### src/rtl/regfile_sb_if.sv
// Register file / scoreboard bus: writeback, decode read ports, issue and hazard signals.
// The master side is the pipeline (WB + decode); the slave side is regfile_sb.
interface regfile_sb_if #(
  parameter int DATA_W = 32
);
  logic [4:0]        wb_rd;
  logic [DATA_W-1:0] wb_data;
  logic              wb_regwen;
  logic              wb_release;
  logic [4:0]        rs1_addr;
  logic [4:0]        rs2_addr;
  logic [DATA_W-1:0] rs1_data;
  logic [DATA_W-1:0] rs2_data;
  logic              issue_valid;
  logic              issue_regwrite;
  logic [4:0]        issue_rd;
  logic              rs1_busy;
  logic              rs2_busy;
  logic              stall;

  modport master (
    output wb_rd, wb_data, wb_regwen, wb_release,
    output rs1_addr, rs2_addr, issue_valid, issue_regwrite, issue_rd,
    input  rs1_data, rs2_data, rs1_busy, rs2_busy, stall
  );

  modport slave (
    input  wb_rd, wb_data, wb_regwen, wb_release,
    input  rs1_addr, rs2_addr, issue_valid, issue_regwrite, issue_rd,
    output rs1_data, rs2_data, rs1_busy, rs2_busy, stall
  );
endinterface

### src/rtl/regfile_sb.sv
// 32x32 register file with write-through bypass and a 2-bit pending-write
// scoreboard per register that drives operand-busy and issue-stall hazards.
module regfile_sb #(
  parameter int DATA_W = 32
) (
  input  logic         clk,
  input  logic         rst,
  regfile_sb_if.slave  bus
);

  // Entry 0 of both arrays is cleared by reset and never written afterwards.
  logic [DATA_W-1:0] regs [32];
  logic [1:0]        pend [32];

  logic [31:0] inc;
  logic [31:0] dec;
  logic [1:0]  pend_rs1, pend_rs2, pend_ird;
  logic        dec_ird;
  logic        byp_rel1, byp_rel2;

  always_comb begin
    inc = '0;
    dec = '0;
    for (int r = 1; r < 32; r++) begin
      inc[r] = bus.issue_valid && bus.issue_regwrite && !bus.stall &&
               (bus.issue_rd == 5'(r));
      dec[r] = bus.wb_release && (bus.wb_rd == 5'(r)) && (pend[r] != 2'd0);
    end
  end

  always_comb begin
    pend_rs1 = (bus.rs1_addr == 5'd0) ? 2'd0 : pend[bus.rs1_addr];
    pend_rs2 = (bus.rs2_addr == 5'd0) ? 2'd0 : pend[bus.rs2_addr];
    pend_ird = (bus.issue_rd == 5'd0) ? 2'd0 : pend[bus.issue_rd];
    dec_ird  = dec[bus.issue_rd];

    if (bus.rs1_addr == 5'd0)
      bus.rs1_data = '0;
    else if (bus.wb_regwen && bus.wb_rd == bus.rs1_addr)
      bus.rs1_data = bus.wb_data;
    else
      bus.rs1_data = regs[bus.rs1_addr];

    if (bus.rs2_addr == 5'd0)
      bus.rs2_data = '0;
    else if (bus.wb_regwen && bus.wb_rd == bus.rs2_addr)
      bus.rs2_data = bus.wb_data;
    else
      bus.rs2_data = regs[bus.rs2_addr];

    // A last outstanding write retiring this cycle is covered by the bypass.
    byp_rel1 = bus.wb_release && bus.wb_regwen && (bus.wb_rd == bus.rs1_addr);
    byp_rel2 = bus.wb_release && bus.wb_regwen && (bus.wb_rd == bus.rs2_addr);
    bus.rs1_busy = (pend_rs1 != 2'd0) && !((pend_rs1 == 2'd1) && byp_rel1);
    bus.rs2_busy = (pend_rs2 != 2'd0) && !((pend_rs2 == 2'd1) && byp_rel2);

    // Saturated counter blocks a new issue unless a release frees a slot now.
    bus.stall = bus.issue_valid &&
                (bus.rs1_busy || bus.rs2_busy ||
                 (bus.issue_regwrite && (bus.issue_rd != 5'd0) &&
                  (pend_ird == 2'd3) && !dec_ird));
  end

  always_ff @(posedge clk or posedge rst) begin
    if (rst) begin
      for (int r = 0; r < 32; r++) begin
        regs[r] <= '0;
        pend[r] <= 2'd0;
      end
    end else begin
      if (bus.wb_regwen && bus.wb_rd != 5'd0)
        regs[bus.wb_rd] <= bus.wb_data;
      for (int r = 1; r < 32; r++) begin
        if (inc[r] && !dec[r])
          pend[r] <= pend[r] + 2'd1;
        else if (dec[r] && !inc[r])
          pend[r] <= pend[r] - 2'd1;
      end
    end
  end

endmodule

### src/flat_wrapper.sv
// flat-port wrapper written by rule: the top's interface ports become plain ports
module regfile_sb_flat 
#(
  parameter int DATA_W = 32
)
  (clk, rst, bus_wb_rd, bus_wb_data, bus_wb_regwen, bus_wb_release, bus_rs1_addr, bus_rs2_addr, bus_issue_valid, bus_issue_regwrite, bus_issue_rd, bus_rs1_data, bus_rs2_data, bus_rs1_busy, bus_rs2_busy, bus_stall);
  regfile_sb_if #(.DATA_W(DATA_W)) bus_i ();
  input  logic clk;
  input  logic rst;
  input wire logic [$bits(bus_i.wb_rd)-1:0] bus_wb_rd;
  input wire logic [$bits(bus_i.wb_data)-1:0] bus_wb_data;
  input wire logic [$bits(bus_i.wb_regwen)-1:0] bus_wb_regwen;
  input wire logic [$bits(bus_i.wb_release)-1:0] bus_wb_release;
  input wire logic [$bits(bus_i.rs1_addr)-1:0] bus_rs1_addr;
  input wire logic [$bits(bus_i.rs2_addr)-1:0] bus_rs2_addr;
  input wire logic [$bits(bus_i.issue_valid)-1:0] bus_issue_valid;
  input wire logic [$bits(bus_i.issue_regwrite)-1:0] bus_issue_regwrite;
  input wire logic [$bits(bus_i.issue_rd)-1:0] bus_issue_rd;
  output wire logic [$bits(bus_i.rs1_data)-1:0] bus_rs1_data;
  output wire logic [$bits(bus_i.rs2_data)-1:0] bus_rs2_data;
  output wire logic [$bits(bus_i.rs1_busy)-1:0] bus_rs1_busy;
  output wire logic [$bits(bus_i.rs2_busy)-1:0] bus_rs2_busy;
  output wire logic [$bits(bus_i.stall)-1:0] bus_stall;
  assign bus_i.wb_rd = bus_wb_rd;
  assign bus_i.wb_data = bus_wb_data;
  assign bus_i.wb_regwen = bus_wb_regwen;
  assign bus_i.wb_release = bus_wb_release;
  assign bus_i.rs1_addr = bus_rs1_addr;
  assign bus_i.rs2_addr = bus_rs2_addr;
  assign bus_i.issue_valid = bus_issue_valid;
  assign bus_i.issue_regwrite = bus_issue_regwrite;
  assign bus_i.issue_rd = bus_issue_rd;
  assign bus_rs1_data = bus_i.rs1_data;
  assign bus_rs2_data = bus_i.rs2_data;
  assign bus_rs1_busy = bus_i.rs1_busy;
  assign bus_rs2_busy = bus_i.rs2_busy;
  assign bus_stall = bus_i.stall;
  regfile_sb #(.DATA_W(DATA_W)) u_core (.clk(clk), .rst(rst), .bus(bus_i));
endmodule
### config.mk
export PLATFORM = sky130hd
export DESIGN_NAME = regfile_sb_flat
export DESIGN_NICKNAME = d
export VERILOG_FILES = /design/src/rtl/regfile_sb_if.sv /design/src/rtl/regfile_sb.sv /design/src/flat_wrapper.sv
export SDC_FILE = /design/constraint.sdc
export NUM_CORES = 2
export LEC_CHECK = 0
export CAP_MARGIN = 10
export CORE_MARGIN = 3
export CORE_UTILIZATION = 42
export DETAILED_ROUTE_END_ITERATION = 8
export SLEW_MARGIN = 30
export SYNTH_ARGS = -nofsm -noshare
export SYNTH_HDL_FRONTEND = slang
export SYNTH_SLANG_ARGS = --single-unit
### constraint.sdc
create_clock -name clk -period 43.3 [get_ports clk]
set_input_delay 10.825 -clock clk [delete_from_list [all_inputs] [get_ports clk]]
set_output_delay 10.825 -clock clk [all_outputs]
set_load 0.03 [all_outputs]
==> impl_metrics.toml <==
[run_status]
run_status = "finished clean"

[power_and_ir_drop]
leakagePower_nw = 28.4
power.ir.vdd_worst_mv = 0.0319
power_per_cell_area_nw_per_um2 = 47.4
fin_total_pwr_w = 0.00319

[setup_path]
worst_ep_required_time_ns = 32.48
regToRegEndpoint = "u_core.pend[51]$_DFFE_PP0P_"
cp_max_fo = 50
setup.reg_to_reg.worst_slack_ns = 39.33
worstPathArrival_ns = 15.62
r2r_cells = 11
crit_type = "primary input to primary output"
critPathCaptureType = "primary output"
timing.rr.start = "u_core.pend[25]$_DFFE_PP0P_"
critical_path.startpoint_type = "primary input"

[grt]
grt_first_pass_wirelength_um = 269000
grt_pass1_vias = 38000
initial_antenna_violation_count = 3
largest_net_degree_at_the_start_of_global_routing = 162
grt_util_all_layers_pct = 24.6
overflow = 0

[clock_network]
ctsHoldBuffers = 0
tritoncts_sink_count = 1086
cts_inserted_buffers = 118
clockBufferDepth = 3
cts_resized = 0
clkTransAtPathRegs_ns = 0.06
cts-root-buf = "clkbuf_16"
cts_setup_buffers = 0
cts_tree = "built"
cts-htree-levels = 3
clk-insertion-delay-late_ns = 0.74

[sta]
layout_min_cycle_time_ns = 26.44
worstMarginPinSlew_ns = 1.07
max_freq_mhz = 37.8
report.final.setup_viol = 0
finalSetupTns_ns = 0
unrepaired_setup_endpoints_after_global_routing = "false"
finalHoldViolCount = 0
report.final.slew_viol_count = 0
clock-skew-final_ns = 0.0210
period_share_pct = 61.1
max_slew_margin_pct = 28.4

[drt]
detail_route.iter0.violations = 2968
route.detailed.vias_per_inst = 6.39
detail_route.drc_violations = 0
routed-via-count = 37100
routed_wire_length_per_instance_um = 31.1
ant_nets = 0
wl_um = 181000
firstDrtPassIters = 5

[logic_synthesis]
postSynthRegisterBits = 1086
post_synthesis_instance_area_um2 = 60500
synthesis_warnings = 2
synth_xor_area_share_pct = 1.49
yosysSeqAreaShare_pct = 44.9
synthFlopType = "dfrtp_1"
synth-edff-count = 0
post_synth_num_cell_types = 67
post_synth_fa_ha_maj_area_fraction_pct = 0.641
combinational_family_with_the_most_area_after_synthesis = "multiplexers"
post_synthesis_cell_count = 3945
asyncSetResetFlopFracSynth_pct = 100
synth.area.mux_share_pct = 44.9
syn_nets = 4034
syn_avg_cell_area_um2 = 15.3
post_synth_and_or_nand_nor_area_fraction_pct = 2.70
complex_gate_fraction_of_the_synthesized_area_pct = 2.17

[floorplanning]
die-width_um = 385
initial_core_util_pct = 42.5
standard_cell_row_count = 138
num_io_pins = 125
core-area_um2 = 142000
fp.dieArea_um2 = 149000
die_outline_height_um = 385

[final_layout]
finish.instance_area_um2 = 67200
area_growth_pct = 11.2
total_nets_final = 3906
stdcell_count = 5806
share_of_cells_above_drive_strength_1_pct = 51.3
utilization_pct = 47.3

[worst_hold_path]
timing.hold.worst_endpoint = "u_core.regs[1021]$_DFFE_PP0P_"
worst_hold_path.num_cells = 0
hold_path_class = "flop to flop"
worstHoldStart = "u_core.regs[1021]$_DFFE_PP0P_"

[placed_design]
port-buffer-count = 124
hpwl_um = 96300
place.detailed.instances = 5585
placed_area_um2 = 63200
place_congestion = 0.858

[job]
drv.max_cap_violation_count = 0
synth_stat cells, drive strengths merged, types with 6 or more instances:
library cell / count / area share, %
ha: 31 / 0.64
mux2: 997 / 19
xnor2: 39 / 0.56
o211ai: 18 / 0.24
o21ai: 12 / 0.099
dfrtp: 1086 / 45
a211oi: 93 / 1.2
or3: 14 / 0.14
o2111ai: 6 / 0.087
buf: 178 / 1.4
mux2i: 121 / 2.0
nand3: 14 / 0.12
a21oi: 19 / 0.16
nand2b: 7 / 0.072
xor2: 64 / 0.93
nor3: 15 / 0.13
nor2: 136 / 0.84
and4: 16 / 0.23
clkbuf: 273 / 1.7
nand2: 38 / 0.24
mux4: 654 / 24
nor4: 16 / 0.20
nor2b: 28 / 0.29
cell usage in the layout (no fill, tap or decap), drive strengths merged, types with 28 or more instances in the layout:
cell type and n:
a211oi 93, buf 114, clkbuf 159, clkdlybuf4s50 89
clkinv 39, dfrtp 1086, ha 31, mux2 997
mux2i 121, mux4 654, nand2 38, nor2 136
nor2b 28, xnor2 39, xor2 64
power breakdown:
group	leakage [nW]	switching (W)	total (W)	internal, W
registers	13.9	0.000181	0.00140	0.00122
clock network	1.99	0.000435	0.00105	0.000615
logic	12.5	0.000292	0.000734	0.000443
total	28.4	0.000908	0.00319	0.00228
worst max-delay path, stage by stage:
cell and delay, ns:
buf_8 0.47, buf_4 0.82, buf_6 0.62, mux4_2 0.59, nor2b_1 0.11, o21ai_0 0.11
a311o_1 0.44, nor3_2 0.64, a21boi_0 0.23, clkdlybuf4s50_1 0.64
through the flow:
stage               hold slack, ns  worst slack [ns]
floorplan                    0.441              1.90
global placement             0.377             16.55
detailed placement           0.383             16.55
CTS                          0.397             16.54
global route                 0.403             16.44
finish                       0.394             16.86
layout make-up:
class	instances	area (um^2)
clock buffers	159	3330
clock inverters	58	678
fillers	12300	75000
multi-input cells	2402	31700
diodes	2	5.00
inverters	6	35.0
repair buffers	203	1920
flip-flops and latches	1086	27200
well taps	1890	2360
registers in the layout, indices dropped and copies added (netlist names):
| name | cells |
|---|---|
| u_core.regs | 1024 |
| u_core.pend | 62 |
per-layer routing:
| metal | track usage [%] | share of wire (%) |
|---|---|---|
| met1 | 34.1 | 43 |
| met2 | 40.2 | 48 |
| met3 | 3.74 | 5.6 |
| met4 | 7.47 | 3.1 |
| met5 | 0 | 0.0077 |
cells by family (layout without fill, tap and decap cells):
kind of cell / Yosys count / in the layout
XOR/XNOR: 103 / 103
adder cells (fa/ha/maj): 31 / 31
AND/OR/NAND/NOR: 317 / 317
buffers and inverters: 457 / 426
multiplexers: 1772 / 1772
AO/OA/AOI/OAI: 179 / 179
flip-flops: 1086 / 1086
other: 0 / 2
worst max-delay path by stage:
stage | startpoint | end | slack, ns
floorplan | rst | u_core.pend[0]$_DFFE_PP0P_ | 1.90
global placement | bus_rs2_addr[0] | bus_stall | 16.55
detailed placement | bus_rs2_addr[0] | bus_stall | 16.55
CTS | bus_rs2_addr[0] | bus_stall | 16.54
global route | bus_rs2_addr[0] | bus_stall | 16.44
finish | bus_rs2_addr[0] | bus_stall | 16.86
(Power assumes the default switching activity.)
